[config.mk]
export PLATFORM = sky130hd
export DESIGN_NAME = hub_link_router
export DESIGN_NICKNAME = d
export VERILOG_FILES = /design/src/rtl/hub_link_router.sv
export SDC_FILE = /design/constraint.sdc
export NUM_CORES = 2
export LEC_CHECK = 0
export BUFFER_PORTS_ARGS = -buffer_cell sky130_fd_sc_hd__buf_2
export CORE_MARGIN = 4
export CORE_UTILIZATION = 45
export CTS_CLUSTER_SIZE = 16
export DETAILED_ROUTE_END_ITERATION = 12
export GPL_TIMING_DRIVEN = 0
export PLACE_DENSITY_LB_ADDON = 0.25
export RECOVER_POWER = 50
export REMOVE_ABC_BUFFERS = 1
export SYNTH_ARGS = -nofsm -noshare
export SYNTH_HDL_FRONTEND = slang
export SYNTH_SLANG_ARGS = --single-unit
[constraint.sdc]
create_clock -name clk -period 21.9 [get_ports clk]
set_input_delay 4.38 -clock clk [delete_from_list [all_inputs] [get_ports clk]]
set_output_delay 4.38 -clock clk [all_outputs]
set_load 0.005 [all_outputs]
[src/rtl/hub_link_router.sv]
// rtl/hub_link_router.sv - hub crossbar between GT links and the hub controller, one round-robin output register per destination.
// Optional HUB_DROP_COUNTER_EN adds a saturating drop_count of consumed illegal messages.
module hub_link_router #(
    parameter int NUM_LINKS    = 4,
    parameter int GT_FIFO_SIZE = 64,
    parameter int FIFO_TAG_MSB = 55,
    parameter int FIFO_TAG_LSB = 48
) (
    input  logic                              clk,
    input  logic                              reset,
    input  logic [NUM_LINKS*GT_FIFO_SIZE-1:0] in_data,
    input  logic [NUM_LINKS-1:0]              in_valid,
    output logic [NUM_LINKS-1:0]              in_ready,
    output logic [NUM_LINKS*GT_FIFO_SIZE-1:0] out_data,
    output logic [NUM_LINKS-1:0]              out_valid,
    input  logic [NUM_LINKS-1:0]              out_ready,
    input  logic [GT_FIFO_SIZE-1:0]           ctrl_in_data,
    input  logic                              ctrl_in_valid,
    output logic                              ctrl_in_ready,
    output logic [GT_FIFO_SIZE-1:0]           ctrl_out_data,
    output logic                              ctrl_out_valid,
    input  logic                              ctrl_out_ready,
    output logic                              router_busy
`ifdef HUB_DROP_COUNTER_EN
    ,
    output logic [15:0]                       drop_count
`endif
);
    localparam int W        = GT_FIFO_SIZE;
    localparam int NR       = NUM_LINKS + 1;
    localparam int PW       = $clog2(NR);
    localparam int TAG_W    = FIFO_TAG_MSB - FIFO_TAG_LSB + 1;
    localparam int DEST_LSB = FIFO_TAG_LSB + TAG_W;
    localparam int DEST_MSB = DEST_LSB + 7;

    logic [W-1:0]  req_data [NR];
    logic [NR-1:0] req_valid, req_legal, req_ready, drop_vec, oready;
    logic [PW-1:0] req_tgt [NR];
    logic [NR-1:0] grant [NR];
    logic [NR-1:0] load;
    logic [PW-1:0] win [NR];
    logic [W-1:0]  data_q [NR];
    logic [NR-1:0] valid_q;
    logic [PW-1:0] ptr_q [NR];
    logic [PW-1:0] ptr_d [NR];
    // Low from reset until the first edge after release, so no handshake lands in that cycle.
    logic          active_q;

    for (genvar g = 0; g < NUM_LINKS; g++) begin : g_link
        assign req_data[g]        = in_data[g*W +: W];
        assign out_data[g*W +: W] = data_q[g];
    end
    assign req_data[NUM_LINKS] = ctrl_in_data;
    assign req_valid           = {ctrl_in_valid, in_valid};
    assign oready              = {ctrl_out_ready, out_ready};

    always_comb begin
        logic [7:0] dest;
        dest = '0;
        for (int r = 0; r < NR; r++) begin
            dest         = req_data[r][DEST_MSB:DEST_LSB];
            req_legal[r] = 1'b0;
            req_tgt[r]   = '0;
            if (dest == 8'd0 && r != NUM_LINKS) begin
                req_legal[r] = 1'b1;
                req_tgt[r]   = PW'(NUM_LINKS);
            end else if (dest != 8'd0 && int'(dest) <= NUM_LINKS) begin
                req_legal[r] = 1'b1;
                req_tgt[r]   = PW'(dest - 8'd1);
            end
        end
    end

    assign drop_vec = req_valid & ~req_legal & {NR{active_q}};

    always_comb begin
        int idx;
        idx = 0;
        for (int o = 0; o < NR; o++) begin
            grant[o] = '0;
            load[o]  = 1'b0;
            win[o]   = '0;
            ptr_d[o] = ptr_q[o];
            if (active_q && (!valid_q[o] || oready[o])) begin
                for (int k = 0; k < NR; k++) begin
                    idx = int'(ptr_q[o]) + k;
                    if (idx >= NR) idx = idx - NR;
                    if (!load[o] && req_valid[idx] && req_legal[idx] && req_tgt[idx] == PW'(o)) begin
                        load[o]       = 1'b1;
                        win[o]        = PW'(idx);
                        grant[o][idx] = 1'b1;
                        ptr_d[o]      = (idx == NR - 1) ? '0 : PW'(idx + 1);
                    end
                end
            end
        end
    end

    always_comb begin
        req_ready = drop_vec;
        for (int o = 0; o < NR; o++) req_ready = req_ready | grant[o];
    end

    assign in_ready       = req_ready[NUM_LINKS-1:0];
    assign ctrl_in_ready  = req_ready[NUM_LINKS];
    assign out_valid      = valid_q[NUM_LINKS-1:0];
    assign ctrl_out_valid = valid_q[NUM_LINKS];
    assign ctrl_out_data  = data_q[NUM_LINKS];
    assign router_busy    = !reset && (|req_valid || |valid_q);

    always_ff @(posedge clk or posedge reset) begin
        if (reset) begin
            active_q <= 1'b0;
            valid_q  <= '0;
            for (int o = 0; o < NR; o++) begin
                data_q[o] <= '0;
                ptr_q[o]  <= '0;
            end
        end else begin
            active_q <= 1'b1;
            for (int o = 0; o < NR; o++) begin
                ptr_q[o] <= ptr_d[o];
                if (load[o]) begin
                    data_q[o]  <= req_data[win[o]];
                    valid_q[o] <= 1'b1;
                end else if (oready[o]) begin
                    valid_q[o] <= 1'b0;
                end
            end
        end
    end

`ifdef HUB_DROP_COUNTER_EN
    logic [15:0] drop_q, drop_d;
    logic [16:0] drop_sum;

    always_comb begin
        drop_sum = {1'b0, drop_q};
        for (int r = 0; r < NR; r++) drop_sum = drop_sum + 17'(drop_vec[r]);
        drop_d = drop_sum[16] ? 16'hffff : drop_sum[15:0];
    end

    always_ff @(posedge clk or posedge reset) begin
        if (reset) drop_q <= '0;
        else       drop_q <= drop_d;
    end

    assign drop_count = drop_q;
`endif
endmodule

==> PnR_summary.wiki <==
{| class="wikitable"
! Metric !! Value
|-
| Number of hold-slack violations in the final timing report || 0
|-
| Cell with the largest stage delay on the worst path || clkbuf_1
|-
| Resized cells post-CTS || 0
|-
| Reg-to-reg slack, setup || roughly 14000 ps
|-
| Max-cap violations || 4
|-
| CP peak stage delay || around 4600 ps
|-
| Cell variety after synth || about 110
|-
| Cell Count, Final, Fillers Out || around 6k
|-
| RSZ-0062 raised after global routing || no
|-
| Global router's overall resource usage || roughly two fifths
|-
| Die span in y || about 290 um
|-
| Maximum clock insertion buffer count || 3
|-
| Horizontal extent of the die || around 290 um
|-
| Area fraction in and, or, nand and nor cells after synthesis || 18.44%
|-
| Pin count of the biggest net entering global routing || 112
|-
| Combinational family with the most area after synthesis || compound AO/OA/AOI/OAI gates
|-
| Worst-case hold path end point || out_data[56]
|-
| Max Fclk || approximately 0.062 GHz
|-
| CP Launch Type || input pin
|-
| 1st-pass router iterations || 9
|-
| Most frequent cells in the layout || buf_2, nand2_1, mux2i_1
|-
| End of the worst register-to-register path || ctrl_out_data[37]
|-
| Compound-gate portion of the synthesized area || approximately 30%
|-
| Final wirelength || about 180000 um
|-
| 1st-iter DRT viols || 5619
|-
| Remaining antenna violation count || 0
|-
| Root Driver || clkbuf_16
|-
| # DRC || 0
|-
| Detail Placement HPWL || between 100000 and 150000 um
|-
| Number of top-level design ports || ~660
|-
| Synthesized cell area || roughly 36000 sq um
|-
| FF-to-FF Start || ptr_q[0]
|-
| Count of nets after finishing || ~5.4k
|-
| Maximum fanout count along the critical path || between 100 and 150
|-
| TritonCTS clock tree || built
|-
| Commonest non-fill, non-tap cell in the layout || buf_2
|-
| Post-Synthesis Cells || approximately 4.4k
|-
| Leading register cell type out of synthesis || dfrtp_1
|-
| Worst min-delay path class || reg2reg
|-
| Gr ovfl total || 0
|-
| Part of the Yosys area used for sequential elements || a little under a quarter
|-
| Number of setup buffers added after CTS || 0
|-
| Final clock period utilization by the worst path || about three quarters
|-
| Clock transition at the register clock pins on the worst setup and hold paths after CTS || ~60 ps
|-
| Violated checks || capacitance limit, slew limit
|-
| Max-slew violations || ~350
|-
| Post-Synthesis Mean Instance Area || 8.041 sq um
|-
| Overall die area || roughly 84000 sq um
|-
| P&R area growth vs syn || 19.31%
|-
| Number of clock sinks seen by CTS || around 340
|-
| Number of antenna violations at the first check in global routing || 52
|-
| Vias in the first global route || ~38k
|-
| Setup crit start || reset
|-
| Cells traversed along the worst timing path || clkbuf_1 -> clkinvlp_2 -> clkbuf_1 -> clkbuf_1
|-
| R2R depth || 17
|-
| First-pass GRT wire length || ~260000 um
|-
| Portion of netlist area occupied by mux cells || between 10% and 20%
|-
| Number of hold buffers added after cts || 0
|-
| Buffers and inverters on the worst path || 4
|-
| Library cell appearing most often on the critical path || clkbuf_1
|-
| Total power per unit cell area || a little under 200 nW/um^2
|-
| Insertion delay to the later sink of the worst-skew pair || between 600 and 700 ps
|-
| Placed instance count || between 5k and 6k
|-
| Place WS || between 7000 and 8000 ps
|-
| Min setup slack post-route || 5792 ps
|-
| Arr. time, crit path || 15290 ps
|-
| Final setup violation count || 0
|-
| Via count normalized by instance count || about 6.8
|-
| Fraction of final layout cells with drive strength greater than 1 || ~20%
|-
| Post-layout util || about 54%
|-
| Lkg Pwr || around 19 nW
|-
| Fraction of synthesized cell area in xor and xnor cells || less than 1%
|-
| Post-synthesis share of cell area spent on full adders, half adders and majority gates || under 10%
|-
| Final TNS setup || 0 ps
|-
| Peak supply drop || approximately 0.13 mV
|-
| Count of input and output buffers || roughly 660
|-
| Num CTS Buffers || 44
|-
| CP Class || in2async
|-
| Result of the run || complete, but fails checks
|-
| Number of flip-flops and latches in the synthesized netlist || approximately 340
|-
| Core area || approximately 80000 sq um
|-
| RePlAce Congestion || approximately 1
|-
| Count of standard-cell rows || about 100
|-
| Via count || just over 40k
|-
| Headroom to the max-slew limit || -346.3%
|-
| Slew at the pin closest to its max-slew limit || roughly 6700 ps
|-
| Min-Delay Startpoint || out_data[56]
|-
| Crit path capture type || asynchronous set/reset pin
|-
| Share of flip-flops with an asynchronous set or reset after synthesis || 100.0%
|-
| Mean routed wirelength per cell || just under 30 um
|-
| Worst hold path depth || 1
|-
| Crit path time final || 16110 ps
|-
| Family with the most delay on the worst path || buffers and inverters
|-
| Initial standard-cell utilization of the core || 45.68%
|-
| Count of H-tree levels built during CTS || 2
|-
| Required @ worst endpoint || about 21000 ps
|-
| Number of flops mapped to enable cells by yosys || 0
|-
| Yosys warns || 0
|-
| Post-Route Skew || ~40 ps
|}
## area by class of cell
type	count	area [sq um]
tap	1040	1301
fill	7461	35480
clock buffer	65	1331
multi-input combinational	3622	25300
sequential	341	8533
clock inverter	12	181.4
inverter	124	466.7
antenna	48	120.1
timing repair buffer	767	5268
## cells in the mapped netlist, types with 14 or more instances
| cell type | number | area, sq um |
|---|---|---|
| nand2_1 | 404 | 1516 |
| mux2i_1 | 360 | 3603 |
| dfrtp_1 | 341 | 8533 |
| o21ai_0 | 289 | 1446 |
| a21oi_1 | 269 | 1346 |
| nor2_1 | 255 | 957.2 |
| clkbuf_1 | 190 | 713.2 |
| mux2_2 | 181 | 2038 |
| a31oi_1 | 157 | 982.2 |
| and3_1 | 148 | 925.9 |
| a22oi_1 | 124 | 930.9 |
| ha_1 | 120 | 1501 |
| a21boi_0 | 115 | 863.3 |
| inv_1 | 112 | 420.4 |
| buf_2 | 110 | 550.5 |
| nand3_1 | 89 | 445.4 |
| o21ai_1 | 85 | 425.4 |
| o21a_1 | 74 | 555.5 |
| o211ai_1 | 73 | 548.0 |
| nor3_1 | 65 | 325.3 |
| a2bb2oi_1 | 63 | 551.8 |
| a211oi_1 | 59 | 442.9 |
| nand2b_1 | 50 | 312.8 |
| nand4_1 | 50 | 312.8 |
| nor4_1 | 43 | 269.0 |
| and2_1 | 42 | 262.8 |
| nor2b_1 | 42 | 262.8 |
| a21o_1 | 31 | 232.7 |
| o22ai_1 | 30 | 187.7 |
| o211ai_2 | 21 | 262.8 |
| o31ai_1 | 17 | 127.6 |
| or3_1 | 17 | 106.4 |
| a211o_1 | 16 | 140.1 |
| buf_4 | 15 | 112.6 |
| or4_1 | 15 | 112.6 |
| nand3b_1 | 14 | 105.1 |
| xnor2_1 | 14 | 122.6 |
## worst max path at each step
stage,end,cells after the start
after detailed placement,in_ready[2],14
after global placement,out_data[221],12
final,ctrl_out_data[8],4
after global routing,ctrl_out_data[8],4
after floorplan,active_q,1
after CTS,in_ready[2],14
## power by group
| group | internal, mW | switching [mW] |
|---|---|---|
| Clock | 0.456 | 0.335 |
| Sequential | 0.925 | 0.244 |
| Combinational | 2.36 | 4.01 |
## per-layer routing
layer	track usage (%)	part of all wire, %
met4	25.85	7.7
met5	0	0.060
met3	11.73	13
met2	59.44	43
met1	51.50	37
## cell families after synthesis
logic type | Yosys count
compound gates | 1613
xor+xnor | 28
other cells | 1
simple gates | 1306
fa+ha+maj | 126
flops | 341
buf+inv | 467
mux | 548
## through the flow
step / hold WS (ps) / area (sq um) / total power, mW
floorplan: 459.0 / 34050 / 4.945
global placement: 443.1 / 38660 / 7.157
detailed placement: 449.9 / 41100 / 7.330
CTS: 464.8 / 42610 / 8.143
global route: 488.7 / 42470 / 8.734
finish: 468.2 / 42500 / 8.328
## flip-flops by register name (all words and copies together), names as in the netlist
register       flops
out_data         256
ctrl_out_data     64
ptr_q             15
valid_q            5
active_q           1
## worst register-to-register path, delay by kind of cell, from the launching register on
family	cells	cell delay (ps)
AO/OA/AOI/OAI	8	2430
buffers and inverters	5	1450
AND/OR/NAND/NOR	2	1200
flip-flops	1	1180
adder cells (fa/ha/maj)	2	1110
(Power assumes the default switching activity.)
